## config.mk

```make
export PLATFORM = sky130hd
export DESIGN_NAME = prog_run_ctrl_flat
export DESIGN_NICKNAME = d
export VERILOG_FILES = /design/src/rtl/prog_run_ctrl_if.sv /design/src/rtl/prog_run_ctrl.sv /design/src/flat_wrapper.sv
export SDC_FILE = /design/constraint.sdc
export NUM_CORES = 1
export LEC_CHECK = 0
export CAP_MARGIN = 10
export CORE_MARGIN = 2
export CORE_UTILIZATION = 51
export CTS_CLUSTER_DIAMETER = 200
export DETAILED_ROUTE_END_ITERATION = 6
export PLACE_DENSITY = 0.79
export SLEW_MARGIN = 20
export SYNTH_ARGS = -nofsm -noshare
export SYNTH_HDL_FRONTEND = slang
export SYNTH_SLANG_ARGS = --single-unit
```

## constraint.sdc

```tcl
create_clock -name Clk -period 3.75 [get_ports Clk]
set_input_delay 0.9375 -clock Clk [delete_from_list [all_inputs] [get_ports Clk]]
set_output_delay 0.9375 -clock Clk [all_outputs]
set_load 0.01 [all_outputs]
```

## src/rtl/prog_run_ctrl_if.sv

```systemverilog
// Handshake bundle between the test bench and the run sequencer.
// The master side drives Start/Halt; the slave side owns the PC load, run and status.
interface prog_run_ctrl_if #(
   parameter int unsigned A  = 10,
   parameter int unsigned CW = 16
);
   logic          Start;
   logic          Halt;
   logic          PcLoad;
   logic [A-1:0]  PcLoadAddr;
   logic          Run;
   logic          Ack;
   logic [1:0]    ProgNum;
   logic [CW-1:0] CycleCount;
   logic          Timeout;

   modport master (
      output Start, Halt,
      input  PcLoad, PcLoadAddr, Run, Ack, ProgNum, CycleCount, Timeout
   );

   modport slave (
      input  Start, Halt,
      output PcLoad, PcLoadAddr, Run, Ack, ProgNum, CycleCount, Timeout
   );
endinterface

```

## src/rtl/prog_run_ctrl.sv

```systemverilog
// Run sequencer: turns test-bench Start pulses into a PC load plus a bounded run
// window per program, reporting halt/watchdog completion back to the bench.
module prog_run_ctrl #(
   parameter int unsigned A       = 10,
   parameter int unsigned NPROG   = 3,
   parameter int unsigned BASE1   = 0,
   parameter int unsigned BASE2   = 100,
   parameter int unsigned BASE3   = 200,
   parameter int unsigned CW      = 16,
   parameter int unsigned TIMEOUT = 4096
) (
   input logic             Clk,
   input logic             Reset,
   prog_run_ctrl_if.slave  bus
);
   localparam logic [CW-1:0] TMO_LIMIT = CW'(TIMEOUT);
   localparam logic [1:0]    LAST_PROG = 2'(NPROG);

   typedef enum logic [2:0] {
      IDLE  = 3'd0,
      ARMED = 3'd1,
      LOAD  = 3'd2,
      RUN   = 3'd3,
      DONE  = 3'd4
   } state_t;

   state_t        state;
   logic          start_r;
   logic          pc_load;
   logic [A-1:0]  pc_load_addr;
   logic          run;
   logic          ack;
   logic [1:0]    prog_num;
   logic [CW-1:0] cycle_count;
   logic          timeout;

   logic          rise_c;
   logic          fall_c;
   logic          accept_c;
   logic [A-1:0]  base_sel_c;
   logic [CW-1:0] count_inc_c;

   assign rise_c      = ~start_r &  bus.Start;
   assign fall_c      =  start_r & ~bus.Start;
   assign count_inc_c = cycle_count + CW'(1);

   // A rise is honoured only from IDLE, or from DONE while programs remain.
   assign accept_c = rise_c &&
                     ((state == IDLE) || ((state == DONE) && (prog_num < LAST_PROG)));

   // prog_num has already advanced when the fall arrives, so it indexes the new program.
   always_comb begin
      base_sel_c = A'(BASE3);
      case (prog_num)
         2'd1:    base_sel_c = A'(BASE1);
         2'd2:    base_sel_c = A'(BASE2);
         default: base_sel_c = A'(BASE3);
      endcase
   end

   always_ff @(posedge Clk or negedge Reset) begin
      if (!Reset) begin
         state        <= IDLE;
         start_r      <= 1'b0;
         pc_load      <= 1'b0;
         pc_load_addr <= '0;
         run          <= 1'b0;
         ack          <= 1'b0;
         prog_num     <= '0;
         cycle_count  <= '0;
         timeout      <= 1'b0;
      end else begin
         start_r <= bus.Start;
         pc_load <= 1'b0;
         case (state)
            IDLE, DONE: begin
               if (accept_c) begin
                  state       <= ARMED;
                  prog_num    <= prog_num + 2'd1;
                  cycle_count <= '0;
                  timeout     <= 1'b0;
                  ack         <= 1'b0;
               end
            end
            ARMED: begin
               if (fall_c) begin
                  state        <= LOAD;
                  pc_load      <= 1'b1;
                  pc_load_addr <= base_sel_c;
               end
            end
            LOAD: begin
               state <= RUN;
               run   <= 1'b1;
            end
            RUN: begin
               // Halt beats the watchdog when both land on the same edge.
               cycle_count <= count_inc_c;
               if (bus.Halt) begin
                  state   <= DONE;
                  run     <= 1'b0;
                  ack     <= 1'b1;
                  timeout <= 1'b0;
               end else if (count_inc_c == TMO_LIMIT) begin
                  state   <= DONE;
                  run     <= 1'b0;
                  ack     <= 1'b1;
                  timeout <= 1'b1;
               end
            end
            default: begin
               state   <= IDLE;
               run     <= 1'b0;
               pc_load <= 1'b0;
            end
         endcase
      end
   end

   assign bus.PcLoad     = pc_load;
   assign bus.PcLoadAddr = pc_load_addr;
   assign bus.Run        = run;
   assign bus.Ack        = ack;
   assign bus.ProgNum    = prog_num;
   assign bus.CycleCount = cycle_count;
   assign bus.Timeout    = timeout;
endmodule
```

## src/flat_wrapper.sv

```systemverilog
// flat-port wrapper written by rule: the top's interface ports become plain ports
module prog_run_ctrl_flat 
#(
   parameter int unsigned A       = 10,
   parameter int unsigned NPROG   = 3,
   parameter int unsigned BASE1   = 0,
   parameter int unsigned BASE2   = 100,
   parameter int unsigned BASE3   = 200,
   parameter int unsigned CW      = 16,
   parameter int unsigned TIMEOUT = 4096
)
  (Clk, Reset, bus_Start, bus_Halt, bus_PcLoad, bus_PcLoadAddr, bus_Run, bus_Ack, bus_ProgNum, bus_CycleCount, bus_Timeout);
  prog_run_ctrl_if #(.A(A), .CW(CW)) bus_i ();
  input logic Clk;
  input logic Reset;
  input wire logic [$bits(bus_i.Start)-1:0] bus_Start;
  input wire logic [$bits(bus_i.Halt)-1:0] bus_Halt;
  output wire logic [$bits(bus_i.PcLoad)-1:0] bus_PcLoad;
  output wire logic [$bits(bus_i.PcLoadAddr)-1:0] bus_PcLoadAddr;
  output wire logic [$bits(bus_i.Run)-1:0] bus_Run;
  output wire logic [$bits(bus_i.Ack)-1:0] bus_Ack;
  output wire logic [$bits(bus_i.ProgNum)-1:0] bus_ProgNum;
  output wire logic [$bits(bus_i.CycleCount)-1:0] bus_CycleCount;
  output wire logic [$bits(bus_i.Timeout)-1:0] bus_Timeout;
  assign bus_i.Start = bus_Start;
  assign bus_i.Halt = bus_Halt;
  assign bus_PcLoad = bus_i.PcLoad;
  assign bus_PcLoadAddr = bus_i.PcLoadAddr;
  assign bus_Run = bus_i.Run;
  assign bus_Ack = bus_i.Ack;
  assign bus_ProgNum = bus_i.ProgNum;
  assign bus_CycleCount = bus_i.CycleCount;
  assign bus_Timeout = bus_i.Timeout;
  prog_run_ctrl #(.A(A), .NPROG(NPROG), .BASE1(BASE1), .BASE2(BASE2), .BASE3(BASE3), .CW(CW), .TIMEOUT(TIMEOUT)) u_core (.Clk(Clk), .Reset(Reset), .bus(bus_i));
endmodule
```

# [After elaboration in Yosys (flattened, before gate mapping)]
# Index checks and enable logic that the tools add are counted.
[word_totals] output_inout_bits=32 wordCells=59 ff_bits=36
[classes] muxes=19 order_cmp=1 n_addsub=2 n_eq_ne=10 reduce_logical=13 bitwise=5
[ops] cell="16-bit case mux with 2 select lines" n=1
[ops] cell="16-bit by 1-bit adder with 16-bit output, second input constant" n=1
[ops] cell="16-bit by 13-bit equality test with 1-bit output, second input constant" n=1
[ops] cell="16-bit 2-to-1 mux" n=1
[ops] cell="8-bit case mux with 2 select lines" n=1
[ops] cell="3-bit 2-to-1 mux" n=4
[ops] cell="3-bit case mux with 4 select lines" n=1
[ops] cell="1-bit 2-to-1 mux" n=8
[ops] cell="2-bit AND reduction" n=4
[ops] cell="3-bit by 2-bit equality test with 1-bit output, second input constant" n=2
[ops] cell="3-bit AND reduction" n=2
[ops] cell="2-bit by 1-bit != test with 1-bit output, second input constant" n=2
[ops] cell="1-bit case mux with 2 select lines" n=2
[ops] cell="3-bit by 1-bit equality test with 1-bit output, second input constant" n=1
[ops] cell="3-bit equality test, second input constant" n=1
[ops] cell="3-bit logical NOT" n=1
[ops] cell="3-bit by 2-bit != test with 1-bit output, second input constant" n=1
[ops] cell="1-bit inverter" n=3
[ops] cell="1-bit case mux with 3 select lines" n=1
[ops] cell="3-bit OR reduction" n=1
[ops] cell="2-bit by 1-bit adder with 2-bit output, second input constant" n=1
[ops] cell="1-bit bitwise AND" n=2
[ops] cell="2-bit by 1-bit equality test with 1-bit output, second input constant" n=1
[ops] cell="2-bit equality test, second input constant" n=1
[ops] cell="other kinds (5)" n=6

# [Depth between registers and ports, before layout]
# Gate-level depths: netlist of the first run.
[logic_depth] depth_word=6 depth_mapped=10

# [Worst setup path before layout of the first run]
# Ideal clock, no wire load.
[synth_path] path_type="input-to-reg" startpoint="input port bus_Start" endpoint="register u_core.cycle_count[8] (netlist: u_core.bus.CycleCount[8])" path_slack_ps=817 setup_ps=134 stages=6 t_required_ps=3616 arrival_ps=2800 path_cell_list="nand2b_1 -> a2111oi_0 -> nor2_1 -> clkdlybuf4s15_1 -> o21ai_0 -> o41ai_1"
[synth_via] elab_chain_len=4
[synth_rtl] element="start: declaration" line="flat_wrapper.sv:16" text="input wire logic [$bits(bus_i.Start)-1:0] bus_Start;"
[synth_rtl] element="1-bit bitwise AND" line="prog_run_ctrl.sv:43" text="assign rise_c = ~start_r & bus.Start;"
[synth_rtl] element="1-bit logical AND" line="prog_run_ctrl.sv:48" text="assign accept_c = rise_c &&"
[synth_rtl] element="2-bit by 1-bit != test with 1-bit output (no line)"
[synth_rtl] element="2-bit AND reduction (no line)"
[synth_rtl] element="end signal: assignment" line="prog_run_ctrl.sv:98" text="cycle_count <= count_inc_c;"
[synth_rtl] element="end: declaration" line="prog_run_ctrl.sv:34" text="logic [CW-1:0] cycle_count;"
# No other way between the ends.
# A chain may end at the register's enable or synchronous reset.

# [Worst setup path after layout of the first run]
[layout_path] startpoint="register u_core.cycle_count[0] (netlist: u_core.bus.CycleCount[0])" endpoint="register u_core.timeout (netlist: u_core.bus.Timeout)"
[layout_via] elab_chain_len=4
[layout_rtl] element="16-bit by 1-bit adder with 16-bit output" line="prog_run_ctrl.sv:45" text="assign count_inc_c = cycle_count + CW'(1);"
[layout_rtl] element="16-bit by 13-bit equality test with 1-bit output" line="prog_run_ctrl.sv:104" text="end else if (count_inc_c == TMO_LIMIT) begin"
[layout_rtl] element="3-bit by 2-bit != test with 1-bit output (no line)"
[layout_rtl] element="3-bit AND reduction (no line)"
[layout_rtl] element="end signal: assignment" line="prog_run_ctrl.sv:71" text="timeout <= 1'b0;"
[layout_rtl] element="end signal: assignment" line="prog_run_ctrl.sv:103" text="timeout <= 1'b0;"
[layout_rtl] element="end signal: assignment" line="prog_run_ctrl.sv:108" text="timeout <= 1'b1;"
[layout_rtl] element="end: declaration" line="prog_run_ctrl.sv:35" text="logic timeout;"
# No other way between the ends.

==> summary.txt, run 1 <==
Detailed routing
  • Initial drt markers: about 130
  • DRT antenna net count: 0
  • DRC: 0
  • DR vias/cell: ~5.7
  • DR WL/cell: approximately 14 microns
  • Via count: 1644
  • TritonRoute pass-1 iters: 4
  • Final wirelength: 4037 microns

Worst setup path
  • WP buf/inv: 0
  • Worst Setup EP: u_core.bus.Timeout
  • Top delay family on crit path: simple AND/OR/NAND/NOR gates
  • Crit-path max cell delay: roughly 0.66 ns
  • Worst setup EP type: flop
  • Reg-to-Reg Start: u_core.bus.CycleCount[0]
  • Crit path depth: 8
  • Reg2reg end: u_core.bus.Timeout
  • R2r setup slk: about 0.61 ns
  • Max stage delay cell, worst path: or4b_1
  • Crit Path Class: reg2reg
  • Startpoint Class: flop
  • Worst-path cell chain: ha_1, nand3_1, or4b_4, a2111oi_4, nor3_1, or4b_1, or4_1, nand2_1
  • Worst EP required: 4.03 ns
  • CP startpoint: u_core.bus.CycleCount[0]
  • CP max FO: 10
  • Arrival time worst endpoint: between 3 and 4 ns
  • FF-to-FF path depth: 8

Logic synthesis
  • Register area share after synthesis: between 30% and 40%
  • Area leader, netlist: dfrtp_1
  • Mapped Cells: 213
  • Largest cells by area after synthesis: dfrtp_1 40%, o21ai_0 7.7%, nand2_1 5.8%
  • #FFs+latches synth: 29
  • Post-Syn Area per Cell: ~8.6 sq um
  • Count of different cell masters after synthesis: 47
  • Yosys Warn Count: 0
  • Share of the synthesized area in the top cell type: approximately two fifths
  • Post-Syn Area: about 1800 sq um

GRT
  • Overall Global Routing Usage: 22.39%
  • M3 GR Usage: a little under 6%
  • Total congestion overflow: 0
  • Initial antenna violation count: 0
  • Largest net degree at the start of global routing: 30
  • Number of global-route vias before repair: roughly 1500
  • Gr busiest metal: met2
  • Met2 global-route usage: 35.39%
  • Met1 Track Usage GR: between 30% and 40%
  • First-pass GRT wire length: approximately 7000 microns

Flow run
  • Max Cap Viol: 0

Clocking
  • Post-CTS Setup Inserts: 0
  • CTS sink count: 29
  • Post-cts repair resize count: 0
  • Maximum clock path buffer count: 2
  • Hold Buf Count CTS: 0
  • Worst-Skew Late Latency: between 0.3 and 0.4 ns
  • Clock slew at reported path FFs: 0.11 ns
  • CTS tree: built
  • H-tree depth: 2
  • Clock root buffer: clkbuf_4
  • Num CTS Buffers: 5

Placement
  • GPL Wtd Cong: 0.8727
  • Placed inst area: 2096 sq um
  • Final HPWL DP: between 2000 and 3000 microns
  • Inst Count DP: roughly 280
  • I/O Buffers: 30

Floorplan
  • Die Footprint: 4066 sq um
  • I/O pin cnt: 36
  • Die W: between 60 and 70 microns
  • Chip Height: approximately 64 microns
  • Row cnt: 21
  • Core area: ~3400 sq um
  • Starting Density: 53.75%

Pwr
  • Leakage Power: roughly 0.0009 uW
  • Pwr/cell area: about 570 nW/um^2
  • Max VDD drop: between 0.0004 and 0.0005 V
  • Total power: 1237 uW

STA
  • Period minus WS final: between 3 and 4 ns
  • Final period util: between 80% and 90%
  • Final hold vios: 0
  • Clk_skew: around 0.011 ns
  • Final slew viol count: 0
  • Fmax: between 300 and 400 MHz
  • Max-slew headroom: ~36%
  • Worst-margin pin slew: a little under 1 ns
  • # setup viols final: 0
  • RSZ-0062 raised after global routing: false
  • Setup tns final: 0 ns

Run status
  • Status: complete, no violations

Finish
  • Finished Cell Area: around 2200 sq um
  • Final #Nets: between 200 and 250
  • N_diodes: 0
  • Layout area overhead: 19.92%
  • Most frequent cells in the layout: 30 x clkdlybuf4s50_1, 29 x dfrtp_1, 28 x nand2_1, 28 x o21ai_0, 24 x nor2_1
  • Core Util, Final: ~64%
  • Final Non-Filler Cells: between 200 and 300
  • Commonest non-fill, non-tap cell in the layout: clkdlybuf4s50_1
  • Share of cells above drive strength 1: around a tenth

Worst hold path
  • Hold Crit Class: reg2reg
==> cells in the mapped netlist, drive strengths merged <==
| cell type | number |
|---|---|
| dfrtp | 29 |
| nand2 | 28 |
| o21ai | 28 |
| nor2 | 24 |
| buf | 11 |
| a21oi | 10 |
| and3 | 6 |
| nand3 | 6 |
| nor3 | 6 |
| ha | 5 |
| inv | 5 |
| o31ai | 5 |
| a31oi | 4 |
| and2 | 4 |
| and4 | 4 |
| clkbuf | 4 |
| nand4 | 4 |
| xnor2 | 4 |
| a2111oi | 2 |
| nor2b | 2 |
| nor4 | 2 |
| o21bai | 2 |
| o31a | 2 |
| o41ai | 2 |
| or4b | 2 |
| clkdlybuf4s15 | 1 |
| conb | 1 |
| mux2 | 1 |
| nand2b | 1 |
| nand3b | 1 |
| nor3b | 1 |
| o211a | 1 |
| o221ai | 1 |
| o22ai | 1 |
| or2 | 1 |
| or4 | 1 |
| xor2 | 1 |
==> metrics by stage <==
step	hold WS (ns)	setup WS [ns]
floorplan	0.5154	0.8168
global placement	0.4716	0.6749
detailed placement	0.4897	0.6410
CTS	0.5123	0.6101
global route	0.5497	0.4698
finish	0.5054	0.6054
==> flip-flops by register name (all words and copies together) (netlist names) <==
signal                 flops
u_core.bus.CycleCount     16
u_core.bus.PcLoadAddr      3
u_core.state               3
u_core.bus.ProgNum         2
u_core.bus.Ack             1
u_core.bus.PcLoad          1
u_core.bus.Run             1
u_core.bus.Timeout         1
u_core.start_r             1
==> how the worst min path moves through the flow <==
stage	startpoint	endpoint	slack, ns	cells past startpoint
4_1_cts	u_core.bus.PcLoadAddr[6]	u_core.bus.PcLoadAddr[6]	0.51	2
3_5_place_dp	u_core.bus.PcLoadAddr[6]	u_core.bus.PcLoadAddr[6]	0.49	2
5_1_grt	u_core.bus.PcLoadAddr[3]	u_core.bus.PcLoadAddr[3]	0.55	2
3_3_place_gp	u_core.bus.PcLoadAddr[6]	u_core.bus.PcLoadAddr[6]	0.47	2
2_1_floorplan	u_core.bus.PcLoadAddr[6]	u_core.bus.PcLoadAddr[6]	0.52	2
6_report	u_core.bus.PcLoadAddr[6]	u_core.bus.PcLoadAddr[6]	0.51	2
==> cell type report <==
cell class / instances / area (sq um)
Inverter: 5 / 18.77
Clock inverter: 2 / 37.54
Timing Repair Buffer: 32 / 315.3
Sequential cell: 29 / 725.7
Clock buffer: 6 / 51.30
Multi-Input combinational cell: 167 / 978.4
Fill cell: 279 / 1205
Tap cell: 46 / 57.56
==> tightest hold or removal path, delay by kind of cell, from the launching register on <==
kind | cells | cell delay, ns
flip-flops | 1 | 0.36
AO/OA/AOI/OAI | 1 | 0.06
AND/OR/NAND/NOR | 1 | 0.05
==> layer usage <==
layer,vias up,wire [microns]
li1,802,-
met5,-,0
met4,0,45
met2,47,1967
met3,4,174
met1,791,1849
==> power breakdown <==
part           total, uW  internal (uW)  switching (uW)
clock network        280            158             122
logic                485            230             255
registers            472            380            91.7
total               1240            769             469
==> kinds of logic (layout without fill, tap and decap cells) <==
| kind of cell | after synthesis | count (layout) | synth area share, % |
|---|---|---|---|
| buffers and inverters | 21 | 45 | 7.280 |
| AND/OR/NAND/NOR | 93 | 93 | 26.10 |
| multiplexers | 1 | 1 | 0.6181 |
| other | 1 | 5 | 0.2058 |
| AO/OA/AOI/OAI | 58 | 58 | 20.12 |
| XOR/XNOR | 5 | 5 | 2.404 |
| adder cells (fa/ha/maj) | 5 | 5 | 3.434 |
| flip-flops | 29 | 29 | 39.84 |
(Power assumes the default switching activity.)
==> run 2, diff against run 1 <==
clock period = 3 ns   (was 3.75 ns; I/O delays follow)
==> run 2 against run 1 <==
First-iteration DRC count decreased by 15%. Non-clock buffer count increased by 8. Final area increased by 2.7%. Register-to-register slack got worse by 0.38 ns.
==> summary.txt, run 2 (same netlist as run 1, synthesis figures left out) <==
Floorplan
  • Chip Height: 63.77 microns (unchanged)
  • Starting Density: 53.75% (unchanged)
  • Die Footprint: 4066 sq um (unchanged)
  • Core area: 3390 sq um (unchanged)
  • I/O pin cnt: 36 (unchanged)
  • Row cnt: 21 (unchanged)
  • Die W: 63.77 microns (unchanged)

GRT
  • Met1 Track Usage GR: 32.57% (+2.2 points)
  • Overall Global Routing Usage: 23.66% (+1.3 points)
  • M3 GR Usage: 5.810% (unchanged)
  • Number of global-route vias before repair: 1577 (+6.6%)
  • Gr busiest metal: met2
  • Met2 global-route usage: 35.26% (-0.13 points)
  • First-pass GRT wire length: 7452 microns (+4.4%)
  • Largest net degree at the start of global routing: 30 (unchanged)
  • Initial antenna violation count: 0 (unchanged)
  • Total congestion overflow: 0 (unchanged)

Finish
  • Share of cells above drive strength 1: 12.85% (+2.9 points)
  • Multi-input logic area: 982.2 sq um (+0.38%)
  • Final #Nets: 257 (+3.2%)
  • Register area: 725.7 sq um (unchanged)
  • N_diodes: 0 (unchanged)
  • Most frequent cells in the layout: 30 x clkdlybuf4s50_1, 29 x dfrtp_1, 28 x nand2_1, 28 x o21ai_0, 24 x nor2_1
  • Fillcell total: 285 (+2.2%)
  • Layout area overhead: 23.21%
  • Commonest non-fill, non-tap cell in the layout: clkdlybuf4s50_1
  • Largest register FFs: 16 (unchanged)
  • Final Non-Filler Cells: 295 (+2.8%)

STA
  • RSZ-0062 raised after global routing: false
  • Final period util: 92.45% (+8.6 points)
  • Max-slew headroom: 37.52% (+1.9 points)
  • Final hold vios: 0 (unchanged)
  • Clk_skew: 0.006607 ns (-0.003950 ns)
  • Setup tns final: 0 ns (unchanged)
  • Final slew viol count: 0 (unchanged)
  • # setup viols final: 0 (unchanged)
  • Fmax: 360.5 MHz (+13%)
  • Worst-margin pin slew: 0.9338 ns (-0.02875 ns)
  • Period minus WS final: 2.774 ns (-0.3710 ns)

Detailed routing
  • Via count: 1716 (+4.4%)
  • DRT antenna net count: 0 (unchanged)
  • TritonRoute pass-1 iters: 4 (unchanged)
  • DR vias/cell: 5.817 (+1.5%)
  • DR WL/cell: 14.32 microns (+1.8%)
  • Final wirelength: 4225 microns (+4.7%)
  • DRC: 0 (unchanged)
  • Initial drt markers: 112 (-15%)

Worst setup path
  • Arrival time worst endpoint: 3.03 ns (-0.40 ns)
  • Startpoint Class: flop
  • Worst setup EP type: flop
  • CP max FO: 10 (unchanged)
  • Crit Path Class: reg2reg
  • Worst EP required: 3.26 ns (-0.77 ns)

Clocking
  • Clock slew at reported path FFs: 0.09 ns (-0.02 ns)
  • CTS tree: built
  • H-tree depth: 2 (unchanged)
  • CTS sink count: 29 (unchanged)
  • Clock root buffer: clkbuf_4
  • Num CTS Buffers: 5 (unchanged)
  • Worst-Skew Late Latency: 0.32 ns (-0.02 ns)
  • Maximum clock path buffer count: 2 (unchanged)

Flow run
  • Max Cap Viol: 0 (unchanged)

Run status
  • Status: complete, no violations

Pwr
  • Leakage Power: 0.0009649 uW (+4.8%)
  • Pwr/cell area: 699.3 nW/um^2 (+23%)
  • Max VDD drop: 0.0005234 V (+13%)

Placement
  • GPL Wtd Cong: 0.8822 (+1.1%)
  • Inst Count DP: 287 (+2.9%)
  • Final HPWL DP: 2944 microns (+6.1%)
  • I/O Buffers: 30 (unchanged)

Worst hold path
  • Hold Crit Class: reg2reg
==> run 2: worst paths after layout <==
kind                                          start                       end  slack [ns]  depth (start not counted)
max                        u_core.bus.CycleCount[2]        u_core.bus.Timeout        0.23                          7
min                        u_core.bus.PcLoadAddr[3]  u_core.bus.PcLoadAddr[3]        0.51                          2
max reg2reg                u_core.bus.CycleCount[2]        u_core.bus.Timeout        0.23                          7
min reg2reg                u_core.bus.PcLoadAddr[3]  u_core.bus.PcLoadAddr[3]        0.51                          2
max in group asynchronous                     Reset  u_core.bus.CycleCount[7]        1.92                          2
min in group asynchronous                     Reset  u_core.bus.PcLoadAddr[3]        0.80                          2
==> run 2: layout make-up <==
| type | count | area share (%) |
|---|---|---|
| repair buffers | 40 | 16.72 |
| inverters | 5 | 0.8361 |
| well taps | 46 | 2.564 |
| multi-input cells | 167 | 43.76 |
| clock buffers | 7 | 2.453 |
| flip-flops and latches | 29 | 32.33 |
| clock inverters | 1 | 1.338 |
==> run 2: repair_timing <==
| item | 4_1_cts | 5_1_grt |
|---|---|---|
| gates resized for setup | 0 | 1 |
| hold buffers | 0 | 0 |
| buffers inserted | 0 | 0 |
| endpoints found under the setup margin | 0 | 1 |
==> run 2: power breakdown <==
| part | total, uW | internal (uW) | switching (uW) |
|---|---|---|---|
| registers | 575 | 476 | 99.8 |
| logic | 658 | 315 | 343 |
| clock network | 336 | 199 | 137 |
==> run 2: worst max-delay path, stage by stage, from the launching register on <==
cell       delay [ns]
dfrtp_1          0.52
nand3_2          0.16
or4b_4           0.56
a2111oi_4        0.30
nor3_1           0.08
or4b_4           0.59
or4_1            0.42
nand2_1          0.08
==> run 2: through the flow <==
step	utilization (%)	hold WS (ns)	worst slack (ns)	area, sq um	power (uW)
final	66.22	0.5118	0.2264	2245	1570
after CTS	66.11	0.5192	0.1458	2241	1578
after global placement	63.60	0.4709	0.2177	2156	1218
after floorplan	-	0.4544	0.1330	1837	975.9
after global routing	66.22	0.5609	0.07875	2245	1689
after detailed placement	63.60	0.4973	0.1658	2156	1242
==> run 2: layer usage <==
metal  routed length [microns]  part of all wire, %  vias up
met5                         0                    0        -
met4                        44                  1.0        0
met2                      1996                   47       67
li1                          -                    -      824
met3                       201                  4.8        4
met1                      1982                   47      821
